## config.mk

```make
export PLATFORM = sky130hd
export DESIGN_NAME = dac_channel_scheduler_flat
export DESIGN_NICKNAME = d
export VERILOG_FILES = /design/src/rtl/dac_channel_scheduler_if.sv /design/src/rtl/dac_channel_scheduler.sv /design/src/flat_wrapper.sv
export SDC_FILE = /design/constraint.sdc
export NUM_CORES = 1
export LEC_CHECK = 0
export ABC_AREA = 1
export CORE_UTILIZATION = 37
export CTS_CLUSTER_DIAMETER = 150
export DETAILED_ROUTE_END_ITERATION = 8
export GPL_TIMING_DRIVEN = 0
export SYNTH_ARGS = -nofsm -noshare
export SYNTH_HDL_FRONTEND = slang
export SYNTH_SLANG_ARGS = --single-unit
```

## constraint.sdc

```tcl
create_clock -name CLK50MHZ -period 8.87 [get_ports CLK50MHZ]
set_input_delay 1.774 -clock CLK50MHZ [delete_from_list [all_inputs] [get_ports CLK50MHZ]]
set_output_delay 1.774 -clock CLK50MHZ [all_outputs]
set_load 0.02 [all_outputs]
```

## src/rtl/dac_channel_scheduler_if.sv

```systemverilog
// Signal bundle between the requesters / DacSpi engine and the channel scheduler.
interface dac_channel_scheduler_if;
    logic [3:0]  req;          // per-channel write strobe
    logic [47:0] wr_data;      // {ch3,ch2,ch1,ch0}, 12 bits each
    logic [11:0] data;         // value presented to DacSpi
    logic [3:0]  address;      // channel address presented to DacSpi
    logic [3:0]  command;      // command nibble presented to DacSpi
    logic        dactrig;      // one-cycle start pulse
    logic        dacdone;      // DacSpi completion pulse
    logic        busy;         // transfer in flight
    logic [3:0]  pending;      // channels waiting to be sent
    logic        timeout_err;  // sticky watchdog flag

    // Environment side: requesters plus the DacSpi completion strobe.
    modport master (
        output req, wr_data, dacdone,
        input  data, address, command, dactrig, busy, pending, timeout_err
    );

    // Scheduler side.
    modport slave (
        input  req, wr_data, dacdone,
        output data, address, command, dactrig, busy, pending, timeout_err
    );
endinterface

```

## src/rtl/dac_channel_scheduler.sv

```systemverilog
// Four-channel DAC write scheduler: shadow registers with pending flags,
// round-robin grant, one-cycle trigger towards DacSpi and a completion watchdog.
module dac_channel_scheduler #(
    parameter logic [3:0] CMD_WRITE      = 4'b0011,
    parameter int         TIMEOUT_CYCLES = 4096
) (
    input  logic                   CLK50MHZ,
    input  logic                   RST,
    dac_channel_scheduler_if.slave dac
);
    localparam int               CNT_W     = $clog2(TIMEOUT_CYCLES + 1);
    localparam logic [CNT_W-1:0] CNT_LIMIT = CNT_W'(TIMEOUT_CYCLES);

    localparam logic [1:0] S_IDLE = 2'd0;
    localparam logic [1:0] S_TRIG = 2'd1;
    localparam logic [1:0] S_WAIT = 2'd2;

    logic [1:0]       r_state;
    logic [11:0]      r_shadow [4];
    logic [3:0]       r_pending;
    logic [1:0]       r_ptr;
    logic [1:0]       r_ch;
    logic [CNT_W-1:0] r_cnt;
    logic [11:0]      r_data;
    logic [3:0]       r_address;
    logic [3:0]       r_command;
    logic             r_dactrig;
    logic             r_busy;
    logic             r_timeout_err;

    logic             w_found;
    logic [1:0]       w_sel;
    logic             w_grant;
    logic             w_timeout;
    logic [CNT_W-1:0] w_cnt_inc;
    logic [3:0]       w_pending_next;

    // Round-robin pick: first pending channel at or after the pointer (the
    // loop runs from the farthest offset so the nearest one is kept last).
    always_comb begin
        w_found = 1'b0;
        w_sel   = r_ptr;
        for (int k = 3; k >= 0; k--) begin
            if (r_pending[r_ptr + 2'(k)]) begin
                w_found = 1'b1;
                w_sel   = r_ptr + 2'(k);
            end
        end
    end

    assign w_cnt_inc = r_cnt + CNT_W'(1);
    assign w_grant   = (r_state == S_IDLE) && w_found;
    assign w_timeout = (r_state == S_WAIT) && !dac.dacdone && (w_cnt_inc == CNT_LIMIT);

    // Pending flags: grant clears, timeout re-arms, a fresh request always wins.
    always_comb begin
        w_pending_next = r_pending;
        if (w_grant) begin
            w_pending_next[w_sel] = 1'b0;
        end
        if (w_timeout) begin
            w_pending_next[r_ch] = 1'b1;
        end
        w_pending_next = w_pending_next | dac.req;
    end

    // Shadow capture runs in every state; the last write before a grant wins.
    always_ff @(posedge CLK50MHZ or posedge RST) begin
        if (RST) begin
            for (int i = 0; i < 4; i++) begin
                r_shadow[i] <= '0;
            end
        end else begin
            for (int i = 0; i < 4; i++) begin
                if (dac.req[i]) begin
                    r_shadow[i] <= dac.wr_data[12*i +: 12];
                end
            end
        end
    end

    // Grant / trigger / wait sequencing with the registered DacSpi outputs.
    always_ff @(posedge CLK50MHZ or posedge RST) begin
        if (RST) begin
            r_state       <= S_IDLE;
            r_pending     <= '0;
            r_ptr         <= '0;
            r_ch          <= '0;
            r_cnt         <= '0;
            r_data        <= '0;
            r_address     <= '0;
            r_command     <= '0;
            r_dactrig     <= 1'b0;
            r_busy        <= 1'b0;
            r_timeout_err <= 1'b0;
        end else begin
            r_pending <= w_pending_next;
            case (r_state)
                S_IDLE: begin
                    if (w_found) begin
                        // Shadow is read before this edge's capture, so a
                        // coinciding request is sent in a later round.
                        r_data    <= r_shadow[w_sel];
                        r_address <= {2'b00, w_sel};
                        r_command <= CMD_WRITE;
                        r_ch      <= w_sel;
                        r_dactrig <= 1'b1;
                        r_busy    <= 1'b1;
                        r_state   <= S_TRIG;
                    end
                end
                S_TRIG: begin
                    r_dactrig <= 1'b0;
                    r_cnt     <= '0;
                    r_state   <= S_WAIT;
                end
                S_WAIT: begin
                    if (dac.dacdone) begin
                        r_ptr   <= r_ch + 2'd1;
                        r_busy  <= 1'b0;
                        r_state <= S_IDLE;
                    end else if (w_timeout) begin
                        r_timeout_err <= 1'b1;
                        r_ptr         <= r_ch + 2'd1;
                        r_busy        <= 1'b0;
                        r_state       <= S_IDLE;
                    end else begin
                        r_cnt <= w_cnt_inc;
                    end
                end
                default: begin
                    r_dactrig <= 1'b0;
                    r_busy    <= 1'b0;
                    r_state   <= S_IDLE;
                end
            endcase
        end
    end

    assign dac.data        = r_data;
    assign dac.address     = r_address;
    assign dac.command     = r_command;
    assign dac.dactrig     = r_dactrig;
    assign dac.busy        = r_busy;
    assign dac.pending     = r_pending;
    assign dac.timeout_err = r_timeout_err;

endmodule

```

## src/flat_wrapper.sv

```systemverilog
// flat-port wrapper written by rule: the top's interface ports become plain ports
module dac_channel_scheduler_flat 
#(
    parameter logic [3:0] CMD_WRITE      = 4'b0011,
    parameter int         TIMEOUT_CYCLES = 4096
)
  (CLK50MHZ, RST, dac_req, dac_wr_data, dac_dacdone, dac_data, dac_address, dac_command, dac_dactrig, dac_busy, dac_pending, dac_timeout_err);
  dac_channel_scheduler_if dac_i ();
  input  logic CLK50MHZ;
  input  logic RST;
  input wire logic [$bits(dac_i.req)-1:0] dac_req;
  input wire logic [$bits(dac_i.wr_data)-1:0] dac_wr_data;
  input wire logic [$bits(dac_i.dacdone)-1:0] dac_dacdone;
  output wire logic [$bits(dac_i.data)-1:0] dac_data;
  output wire logic [$bits(dac_i.address)-1:0] dac_address;
  output wire logic [$bits(dac_i.command)-1:0] dac_command;
  output wire logic [$bits(dac_i.dactrig)-1:0] dac_dactrig;
  output wire logic [$bits(dac_i.busy)-1:0] dac_busy;
  output wire logic [$bits(dac_i.pending)-1:0] dac_pending;
  output wire logic [$bits(dac_i.timeout_err)-1:0] dac_timeout_err;
  assign dac_i.req = dac_req;
  assign dac_i.wr_data = dac_wr_data;
  assign dac_i.dacdone = dac_dacdone;
  assign dac_data = dac_i.data;
  assign dac_address = dac_i.address;
  assign dac_command = dac_i.command;
  assign dac_dactrig = dac_i.dactrig;
  assign dac_busy = dac_i.busy;
  assign dac_pending = dac_i.pending;
  assign dac_timeout_err = dac_i.timeout_err;
  dac_channel_scheduler #(.CMD_WRITE(CMD_WRITE), .TIMEOUT_CYCLES(TIMEOUT_CYCLES)) u_core (.CLK50MHZ(CLK50MHZ), .RST(RST), .dac(dac_i));
endmodule
```

==> impl_summary.txt, run 1 <==
----------------------------------------------------
[Outcome]
  Result of the run ... finished, final reports clean

[Logic synthesis]
  EDFF count, synth ... 0
  Commonest register cell after synthesis ... sky130_fd_sc_hd__dfrtp_1
  Yosys cell types ... 29
  Async set-reset flop share out of synthesis ... 100%
  Per-instance average area after synthesis ... 7.26 um2
  Post-synthesis instance area ... 4550 um2
  Sequential element share of the synthesized area ... 47.8%
  Mapped Cells ... 627
  #FFs+latches synth ... 87
  Synth warnings ... 0

[STA]
  Post-layout minimum cycle time ... 3.18 ns
  Worst slew pin tran ... 0.548 ns
  Final hold violation count ... 0
  Setup repair after global routing missed its margin ... false
  Maximum clock frequency ... 314 MHz
  Period Utilization, post-route ... 35.9%
  Final worst clock skew ... 0.00396 ns
  Remaining max-slew budget at the tightest pin ... 63.4%
  Final-report setup violation count ... 0
  Setup total negative slack ... 0 ns
  Slew Limit Fails ... 0

[Setup path]
  Arr. time, crit path ... 1.41 ns
  Worst setup path start ... u_core.dac.command[0]$_DFFE_PP0N_
  Crit path capture type ... primary output
  Critical Path Source Type ... register
  Beginning of the worst register-to-register path ... u_core.r_ptr[0]$_DFFE_PP0P_
  CP Data Required Time ... 7.10 ns
  Critical path start-end classification ... reg2out
  Highest net fanout along the worst path ... 3

[Pwr]
  Pwr/cell area ... 306 nW/um2
  Power consumption ... 1.79 mW
  Peak ir drop on the vdd network ... 0.115 mV
  Static leakage ... 3.03 nW

[Route]
  Via density per instance ... 4.70
  Pre-antenna DRT Iters ... 7
  Routed via count ... 4081
  Remaining number of nets flagged by the antenna check after routing ... 0
  Post-DR wirelength/cell ... 13.4 um
  Violation count after the first detailed-routing iteration ... 214
  Post-route DRC ... 0
  WL final ... 11.6 mm

[CTS]
  Insertion delay to the later sink of the worst-skew pair ... 0.34 ns
  Clk Tree Root Cell ... sky130_fd_sc_hd__clkbuf_16
  Worst-path clk slew ... 0.06 ns
  Setup repair bufs after CTS ... 0
  Hold_buf cts ... 0
  Post_cts resized ... 0
  Clock buffers created by TritonCTS ... 9
  Number of clock sinks ... 87
  Buffer levels on the longest clock path ... 2
  TritonCTS clock tree ... done
  Number of H-tree levels ... 3

[Die]
  Initial core utilization ... 37.9%
  Site Rows ... 40
  Die width ... 113 um
  Placeable core region ... 12000 um2
  Die footprint ... 12800 um2
  Die height ... 113 um
  Total I/O pin count ... 82

[Worst hold path]
  Worst min-delay path class ... reg2reg
  Hold path start ... u_core.dac.timeout_err$_DFFE_PP0P_

[Cells and area]
  Layout cells sized above 1 ... 6.51%
  ANT cells ... 0
  Final nets ... 780
  Synth-to-layout area growth ... 28.2%

[Global routing]
  Congestion Overflow GR ... 0
  Vias in the first global route ... 4003
  Initial antenna violation count ... 0
  First-pass GRT wire length ... 19.4 mm
  Largest net degree at the start of global routing ... 70
  Total track usage ... 19.6%

[Placement]
  Detailed-placement wirelength estimate ... 8.84 mm
  Count of buffers from port buffering ... 77
  Placer's final routability congestion estimate ... 0.860

[Run]
  Maximum capacitance violations ... 0

----------------------------------------------------
[placed cells by master, fill, tap and decap left out, types with 2 or more instances in the layout]
cell                              synthesis  routed
sky130_fd_sc_hd__nor3_1                   3       3
sky130_fd_sc_hd__xnor2_1                  2       2
sky130_fd_sc_hd__buf_6                    2       2
sky130_fd_sc_hd__dfrtp_1                 87      87
sky130_fd_sc_hd__nand2_4                  2       2
sky130_fd_sc_hd__buf_2                    6       6
sky130_fd_sc_hd__nor2_1                  23      23
sky130_fd_sc_hd__nand2_2                  3       3
sky130_fd_sc_hd__nand2_1                278     278
sky130_fd_sc_hd__inv_1                   60      59
sky130_fd_sc_hd__clkinv_2                 0       2
sky130_fd_sc_hd__inv_2                    3       3
sky130_fd_sc_hd__clkdlybuf4s50_1          0      77
sky130_fd_sc_hd__o21ai_1                  2       2
sky130_fd_sc_hd__o21ai_0                 30      30
sky130_fd_sc_hd__clkbuf_1                13      13
sky130_fd_sc_hd__or2_2                    2       2
sky130_fd_sc_hd__clkbuf_16                0       9
sky130_fd_sc_hd__a21oi_1                  2       2
sky130_fd_sc_hd__ha_1                     6       6
sky130_fd_sc_hd__conb_1                   1       4
sky130_fd_sc_hd__xor2_1                   3       3
sky130_fd_sc_hd__buf_4                    8       8
sky130_fd_sc_hd__nand3_1                 83      83
[per-stage QoR]
| stage | instances | hold slack (ns) | util (%) | cell area (um2) | worst slack [ns] |
|---|---|---|---|---|---|
| after floorplan | 630 | 0.443 | - | 4560 | 4.85 |
| after global placement | 854 | 0.452 | 45.9 | 5520 | 3.42 |
| after detailed placement | 855 | 0.457 | 46.2 | 5550 | 5.71 |
| after CTS | 869 | 0.471 | 48.6 | 5840 | 5.65 |
| after global routing | 869 | 0.480 | 48.6 | 5840 | 5.63 |
| final | 869 | 0.464 | 48.6 | 5840 | 5.69 |
[power by group]
part           switching (mW)  leakage, nW  internal [mW]
Sequential             0.0592         1.07          0.476
Clock                   0.151        0.140          0.222
Combinational           0.566         1.82          0.313
[per-layer routing]
metal | global-route usage, % | share of wire, %
met3 | 3.00 | 3.3
met2 | 32.5 | 47
met1 | 26.2 | 48
met4 | 7.19 | 1.5
met5 | 0 | 0
[sequential cells by signal (all words and copies together), names as in the netlist]
register / cells
u_core.dac.timeout_err: 1
u_core.r_cnt: 13
u_core.dac.pending: 4
u_core.dac.address: 2
u_core.dac.command: 1
u_core.dac.dactrig: 1
u_core.r_ptr: 2
u_core.dac.busy: 1
u_core.r_shadow: 48
u_core.dac.data: 12
u_core.r_state: 2
[final cells by class]
cell class | instances | area, um2
fillers | 1231 | 6180
flip-flops and latches | 87 | 2180
plain buffers | 29 | 161
clock inverters | 4 | 47.5
inverters | 63 | 239
multi-input cells | 451 | 1990
well taps | 147 | 184
repair buffers | 78 | 798
clock buffers | 10 | 239
[final timing paths]
check / endpoint / slack (ns) / depth (start not counted)
min reg2reg: u_core.dac.timeout_err$_DFFE_PP0P_ / 0.46 / 1
max: dac_command[1] / 5.69 / 2
min: u_core.dac.timeout_err$_DFFE_PP0P_ / 0.46 / 1
max in group asynchronous: u_core.r_shadow[11]$_DFFE_PP0P_ / 6.53 / 3
max reg2reg: u_core.dac.data[1]$_DFFE_PP0N_ / 6.64 / 13
min in group asynchronous: u_core.dac.address[1]$_DFFE_PP0N_ / 1.73 / 2
[cells in the mapped netlist, types with 2 or more instances]
cell type | n | area (um2)
sky130_fd_sc_hd__xnor2_1 | 2 | 17.5
sky130_fd_sc_hd__nor2_1 | 23 | 86.3
sky130_fd_sc_hd__buf_4 | 8 | 60.1
sky130_fd_sc_hd__buf_2 | 6 | 30.0
sky130_fd_sc_hd__o21ai_0 | 30 | 150
sky130_fd_sc_hd__inv_1 | 60 | 225
sky130_fd_sc_hd__buf_6 | 2 | 22.5
sky130_fd_sc_hd__ha_1 | 6 | 75.1
sky130_fd_sc_hd__or2_2 | 2 | 12.5
sky130_fd_sc_hd__nor3_1 | 3 | 15.0
sky130_fd_sc_hd__inv_2 | 3 | 11.3
sky130_fd_sc_hd__nand3_1 | 83 | 415
sky130_fd_sc_hd__xor2_1 | 3 | 26.3
sky130_fd_sc_hd__o21ai_1 | 2 | 10.0
sky130_fd_sc_hd__nand2_2 | 3 | 18.8
sky130_fd_sc_hd__nand2_1 | 278 | 1040
sky130_fd_sc_hd__nand2_4 | 2 | 22.5
sky130_fd_sc_hd__a21oi_1 | 2 | 10.0
sky130_fd_sc_hd__dfrtp_1 | 87 | 2180
sky130_fd_sc_hd__clkbuf_1 | 13 | 48.8
[worst max-delay path, stage by stage, from the launching register on]
cell	delay (ns)
sky130_fd_sc_hd__dfrtp_1	0.37
sky130_fd_sc_hd__buf_4	0.11
sky130_fd_sc_hd__clkdlybuf4s50_1	0.59
[logic make-up after synthesis]
family / Yosys count / synth area share (%)
and+or+nand+nor: 400 / 36.7
other: 1 / 0.0824
AOI/OAI and AO/OA: 36 / 4.09
DFF: 87 / 47.8
xor gates and xnor gates: 5 / 0.962
adders and majority gates: 6 / 1.65
buffers and inverters: 92 / 8.74
Note: power is estimated with default switching activity, not from simulation.
==> run 2, diff against run 1 <==
==> constraint.sdc (replaced) <==
create_clock -name CLK50MHZ -period 2.69 [get_ports CLK50MHZ]
set_input_delay 0.538 -clock CLK50MHZ [delete_from_list [all_inputs] [get_ports CLK50MHZ]]
set_output_delay 0.538 -clock CLK50MHZ [all_outputs]
set_load 0.02 [all_outputs]
==> impl_summary.txt, run 2 (same netlist as run 1, synthesis figures left out) <==
----------------------------------------------------
[Outcome]
  Result of the run ... finished, final reports clean

[Placement]
  Count of buffers from port buffering ... 77
  Total placed cells including tap cells ... 856
  Detailed-placement wirelength estimate ... 8.91 mm
  Placer's final routability congestion estimate ... 0.883

[Die]
  Initial core utilization ... 37.9%
  Die footprint ... 12800 um2
  Site Rows ... 40
  Die height ... 113 um
  Die width ... 113 um
  Placeable core region ... 12000 um2
  Total I/O pin count ... 82

[Pwr]
  Part of the power in the clock network ... 22.9%
  Peak ir drop on the vdd network ... 0.385 mV
  Pwr/cell area ... 1030 nW/um2
  Net Sw Power ... 2.63 mW
  Combinational cell fraction of total power ... 48.1%
  Sequential group share of total power ... 29.1%
  Net Sw Frac ... 43.2%
  Static leakage ... 3.05 nW
  Pint ... 3.45 mW

[Global routing]
  Initial antenna violation count ... 0
  Total track usage ... 19.9%
  Vias in the first global route ... 4064
  Congestion Overflow GR ... 0
  Largest net degree at the start of global routing ... 37
  First-pass GRT wire length ... 19.7 mm

[Route]
  Via density per instance ... 4.74
  Post-DR wirelength/cell ... 13.4 um
  WL final ... 11.7 mm
  Post-route DRC ... 0
  Pre-antenna DRT Iters ... 6
  Routed via count ... 4135
  Remaining number of nets flagged by the antenna check after routing ... 0
  Violation count after the first detailed-routing iteration ... 279

[Setup path]
  Capture instance of the worst register-to-register path ... u_core.dac.data[1]$_DFFE_PP0N_
  Cells along the critical path ... inv_1 > nand2_1 > nand2_1 > nand2_1 > nand2_1 > nor2_1 > nand2_1 > nand2_1 > inv_1 > clkbuf_1 > nand2_1 > nand2_1 > nand2_1 > nand2_1
  Critical Path Source Type ... register
  Depth of the most critical reg-to-reg path ... 14
  Highest cell delay on the worst timing path ... 0.45 ns
  Cell family with the largest share of critical-path delay ... simple AND/OR/NAND/NOR gates
  CP Data Required Time ... 2.98 ns
  Critical path start-end classification ... reg2reg
  Worst-case register-to-register setup slack ... 0.45 ns
  Beginning of the worst register-to-register path ... u_core.r_ptr[1]$_DFFE_PP0P_
  Worst path buffer plus inverter count ... 3
  Highest net fanout along the worst path ... 10
  Cell type with the highest occurrence count on the critical path ... sky130_fd_sc_hd__nand2_1
  Crit path capture type ... register
  Arr. time, crit path ... 2.53 ns
  Max stage delay cell, worst path ... sky130_fd_sc_hd__clkbuf_1

[CTS]
  Setup repair bufs after CTS ... 0
  Number of clock sinks ... 87
  Clock buffers created by TritonCTS ... 9
  Worst-path clk slew ... 0.07 ns
  Clk Tree Root Cell ... sky130_fd_sc_hd__clkbuf_16
  Number of H-tree levels ... 3
  Hold_buf cts ... 0
  Insertion delay to the later sink of the worst-skew pair ... 0.35 ns
  Post_cts resized ... 0
  TritonCTS clock tree ... done
  Buffer levels on the longest clock path ... 2

[STA]
  Slew Limit Fails ... 0
  Maximum clock frequency ... 446 MHz
  Post-layout minimum cycle time ... 2.24 ns
  Period Utilization, post-route ... 83.4%
  Final worst clock skew ... 0.00930 ns
  Final-layout worst hold slack ... 0.465 ns
  Worst slew pin tran ... 0.554 ns
  Remaining max-slew budget at the tightest pin ... 63.0%
  Setup total negative slack ... 0 ns
  Final hold violation count ... 0
  Final-report setup violation count ... 0
  Setup repair after global routing missed its margin ... false

[Cells and area]
  Final nets ... 781
  Fill count ... 1250
  ANT cells ... 0
  Synth-to-layout area growth ... 29.4%
  Number of flip-flops under the largest register name ... 48
  Commonest cells after routing, fill and taps aside ... sky130_fd_sc_hd__nand2_1, sky130_fd_sc_hd__dfrtp_1, sky130_fd_sc_hd__nand3_1
  Layout Cells excl Fill ... 872
  Top reg by flops ... u_core.r_shadow
  Most common library cell in the layout ignoring fill and taps ... sky130_fd_sc_hd__nand2_1
  Layout cells sized above 1 ... 6.76%

[Worst hold path]
  Worst min-delay path class ... reg2reg
  Worst hold endpoint ... u_core.dac.timeout_err$_DFFE_PP0P_
  Depth of the worst hold-timing path ... 1
  Hold path start ... u_core.dac.timeout_err$_DFFE_PP0P_

[Run]
  Maximum capacitance violations ... 0

----------------------------------------------------
run 2: cell count changes in the layout (fill, tap and decap cells not counted):
cell	delta
sky130_fd_sc_hd__buf_12	+2
sky130_fd_sc_hd__clkinvlp_4	+1
sky130_fd_sc_hd__clkbuf_1	+1
sky130_fd_sc_hd__bufinv_16	+1
sky130_fd_sc_hd__inv_4	-1
sky130_fd_sc_hd__inv_8	+1
sky130_fd_sc_hd__inv_6	+1
sky130_fd_sc_hd__buf_16	-1
sky130_fd_sc_hd__clkinv_2	-2
run 2: metal layers:
layer | routed length [um] | part of all wire [%] | global-route usage (%)
met1 | 5470 | 47 | 25.6
met2 | 5450 | 47 | 32.4
met3 | 453 | 3.9 | 4.07
met4 | 295 | 2.5 | 8.77
met5 | 0 | 0 | 0
run 2: metrics by stage:
| step | util (%) | total power, mW | setup slack [ns] | area, um2 |
|---|---|---|---|---|
| 6_report | 49.1 | 6.08 | 0.447 | 5890 |
| 5_1_grt | 49.1 | 6.57 | 0.191 | 5890 |
| 4_1_cts | 49.1 | 6.13 | 0.481 | 5890 |
| 3_5_place_dp | 46.3 | 4.71 | 0.505 | 5560 |
| 3_3_place_gp | 46.0 | 4.65 | 0.171 | 5520 |
| 2_1_floorplan | - | 3.69 | 0.852 | 4570 |
run 2: power groups by stage:
stage	combinational [mW]	sequential, mW	clock, mW
6_report	2.92	1.77	1.39
3_3_place_gp	2.86	1.79	0
4_1_cts	2.93	1.77	1.43
2_1_floorplan	1.79	1.90	0
5_1_grt	3.29	1.80	1.47
3_5_place_dp	2.92	1.79	0
run 2: area by class of cell:
type                            instances  area, um2  area share [%]
Inverter                               63        240            4.08
Buffer                                 29        161            2.74
Tap cell                              147        184            3.12
Timing Repair Buffer                   79        811            13.8
Sequential cell                        87       2180            36.9
Clock inverter                          5       87.6            1.49
Clock buffer                           11        243            4.12
Multi-Input combinational cell        451       1990            33.8
run 2: worst max path at each step:
stage | startpoint | to | slack [ns] | cells past startpoint
2_1_floorplan | u_core.r_cnt[0]$_DFFE_PP0P_ | u_core.r_cnt[10]$_DFFE_PP0P_ | 0.85 | 13
3_3_place_gp | RST | u_core.r_shadow[22]$_DFFE_PP0P_ | 0.17 | 2
3_5_place_dp | u_core.r_ptr[1]$_DFFE_PP0P_ | u_core.dac.data[1]$_DFFE_PP0N_ | 0.51 | 14
4_1_cts | u_core.r_ptr[1]$_DFFE_PP0P_ | u_core.dac.data[1]$_DFFE_PP0N_ | 0.48 | 14
5_1_grt | u_core.r_ptr[0]$_DFFE_PP0P_ | u_core.dac.data[1]$_DFFE_PP0N_ | 0.19 | 14
6_report | u_core.r_ptr[1]$_DFFE_PP0P_ | u_core.dac.data[1]$_DFFE_PP0N_ | 0.45 | 14
==> run 3, diff against run 2 <==
==> constraint.sdc (replaced) <==
create_clock -name CLK50MHZ -period 2.2 [get_ports CLK50MHZ]
set_input_delay 0.44 -clock CLK50MHZ [delete_from_list [all_inputs] [get_ports CLK50MHZ]]
set_output_delay 0.44 -clock CLK50MHZ [all_outputs]
set_load 0.02 [all_outputs]
==> impl_summary.txt, run 3 (same netlist as run 1, synthesis figures left out) <==
----------------------------------------------------
[CTS]
  Number of H-tree levels ... 3
  Worst-path clk slew ... 0.07 ns
  Clk Tree Root Cell ... sky130_fd_sc_hd__clkbuf_16
  Number of clock sinks ... 87
  Hold_buf cts ... 0
  Insertion delay to the later sink of the worst-skew pair ... 0.34 ns
  Clock buffers created by TritonCTS ... 9
  Buffer levels on the longest clock path ... 2
  TritonCTS clock tree ... done

[Worst hold path]
  Worst min-delay path class ... reg2reg

[Pwr]
  Net Sw Power ... 3.27 mW
  Part of the power in the clock network ... 22.3%
  Net Sw Frac ... 43.1%
  Pint ... 4.31 mW
  Peak ir drop on the vdd network ... 0.493 mV
  Combinational cell fraction of total power ... 49.1%
  Static leakage ... 3.08 nW
  Pwr/cell area ... 1260 nW/um2
  Sequential group share of total power ... 28.6%

[Placement]
  Detailed-placement wirelength estimate ... 8.91 mm
  Placer's final routability congestion estimate ... 0.883
  Count of buffers from port buffering ... 77
  Instance area at placement ... 5560 um2
  Total placed cells including tap cells ... 856

[Global routing]
  Largest net degree at the start of global routing ... 37
  First-pass GRT wire length ... 19.7 mm
  Vias in the first global route ... 4067
  Congestion Overflow GR ... 0
  Total track usage ... 19.9%
  Initial antenna violation count ... 0

[Outcome]
  Result of the run ... finished, final reports clean

[Die]
  Die footprint ... 12800 um2
  Die height ... 113 um
  Initial core utilization ... 37.9%
  Placeable core region ... 12000 um2
  Total I/O pin count ... 82
  Die width ... 113 um
  Site Rows ... 40

[Route]
  Remaining number of nets flagged by the antenna check after routing ... 0
  Via density per instance ... 4.75
  Pre-antenna DRT Iters ... 4
  Post-DR wirelength/cell ... 13.5 um
  Routed via count ... 4154
  WL final ... 11.8 mm
  Violation count after the first detailed-routing iteration ... 281
  Post-route DRC ... 0

[STA]
  Period Utilization, post-route ... 92.4%
  Setup repair after global routing missed its margin ... true
  Remaining max-slew budget at the tightest pin ... 62.2%
  Setup total negative slack ... 0 ns
  Post-layout minimum cycle time ... 2.03 ns
  Final worst clock skew ... 0.00890 ns
  Maximum clock frequency ... 492 MHz
  Worst slew pin tran ... 0.568 ns
  Slew Limit Fails ... 0
  Final-layout worst hold slack ... 0.466 ns
  Final-report setup violation count ... 0
  Final hold violation count ... 0

[Cells and area]
  Fill count ... 1235
  ANT cells ... 0
  Number of flip-flops under the largest register name ... 48
  Most common library cell in the layout ignoring fill and taps ... sky130_fd_sc_hd__nand2_1
  Top reg by flops ... u_core.r_shadow
  Layout cells sized above 1 ... 9.48%
  Commonest cells after routing, fill and taps aside ... sky130_fd_sc_hd__nand2_1, sky130_fd_sc_hd__dfrtp_1, sky130_fd_sc_hd__nand3_1
  Post-route cell area ... 6000 um2
  Final nets ... 784
  Layout Cells excl Fill ... 875
  Synth-to-layout area growth ... 31.8%

[Setup path]
  Critical path start-end classification ... reg2reg
  Crit path capture type ... register
  CP Data Required Time ... 2.48 ns
  Critical Path Source Type ... register
  Highest net fanout along the worst path ... 10
  Arr. time, crit path ... 2.32 ns

[Run]
  Maximum capacitance violations ... 0

----------------------------------------------------
## run 3: critical path, cell delays in order, from the launching register on
cell                      delay [ns]
sky130_fd_sc_hd__dfrtp_1        0.45
sky130_fd_sc_hd__inv_2          0.12
sky130_fd_sc_hd__nand2_1        0.07
sky130_fd_sc_hd__nand2_1        0.08
sky130_fd_sc_hd__nand2_1        0.08
sky130_fd_sc_hd__nand2_1        0.11
sky130_fd_sc_hd__inv_1          0.05
sky130_fd_sc_hd__nand2_1        0.11
sky130_fd_sc_hd__nand2_1        0.09
sky130_fd_sc_hd__nand2_1        0.10
sky130_fd_sc_hd__buf_4          0.19
sky130_fd_sc_hd__nand2_4        0.09
sky130_fd_sc_hd__nand2_1        0.07
sky130_fd_sc_hd__nand3_1        0.13
sky130_fd_sc_hd__nand2_1        0.11
sky130_fd_sc_hd__nand2_1        0.05
sky130_fd_sc_hd__nand2_1        0.07
## run 3: final timing paths
kind | endpoint | depth (start not counted) | slack [ns] | startpoint
worst max register to register | u_core.dac.data[9]$_DFFE_PP0N_ | 16 | 0.17 | u_core.r_ptr[1]$_DFFE_PP0P_
worst min register to register | u_core.dac.timeout_err$_DFFE_PP0P_ | 1 | 0.47 | u_core.dac.timeout_err$_DFFE_PP0P_
worst min-delay path | u_core.dac.timeout_err$_DFFE_PP0P_ | 1 | 0.47 | u_core.dac.timeout_err$_DFFE_PP0P_
min in group asynchronous | u_core.r_shadow[34]$_DFFE_PP0P_ | 2 | 0.50 | RST
worst max-delay path | u_core.dac.data[9]$_DFFE_PP0N_ | 16 | 0.17 | u_core.r_ptr[1]$_DFFE_PP0P_
max in group asynchronous | u_core.r_cnt[1]$_DFFE_PP0P_ | 3 | 1.13 | RST
## run 3: timing repair
| item | CTS | global route |
|---|---|---|
| buffers inserted | 0 | 3 |
| pin swaps | 0 | 4 |
| setup endpoints to repair | 2 | 35 |
| resized for setup | 1 | 27 |
| endpoints found under the hold margin | 0 | 0 |
| cloned | 0 | 0 |
## run 3: cell type report
type                       instances  area (um2)  area share [%]
sequential                        87        2180            36.3
buffer                            29         178            2.96
clock inverter                     5        87.6            1.46
inverter                          63         240            4.00
tap                              147         184            3.06
multi-input combinational        451        2060            34.3
timing repair buffer              82         833            13.9
clock buffer                      11         243            4.04
## run 3: layer usage
metal	share of wire, %	vias up	wire (um)	track usage [%]
met5	0	-	0	0
met4	2.6	0	303	8.77
met3	3.9	15	460	4.07
met2	47	96	5540	32.4
met1	47	1913	5500	25.7
li1	-	2130	-	-
## run 3: power by group through the flow
stage / Clock, mW / Combinational (mW) / Sequential (mW)
floorplan: 0 / 2.18 / 2.32
CTS: 1.74 / 3.59 / 2.17
detailed placement: 0 / 3.57 / 2.19
finish: 1.69 / 3.72 / 2.17
global route: 1.80 / 4.19 / 2.21
global placement: 0 / 3.49 / 2.19
## run 3: stage by stage
stage	setup slack (ns)	util, %	total power [mW]
after floorplan	0.362	-	4.51
after global placement	-0.221	46.0	5.68
after detailed placement	0.0150	46.3	5.75
after CTS	0.00844	49.1	7.50
after global routing	-0.0527	50.0	8.20
final	0.166	50.0	7.59
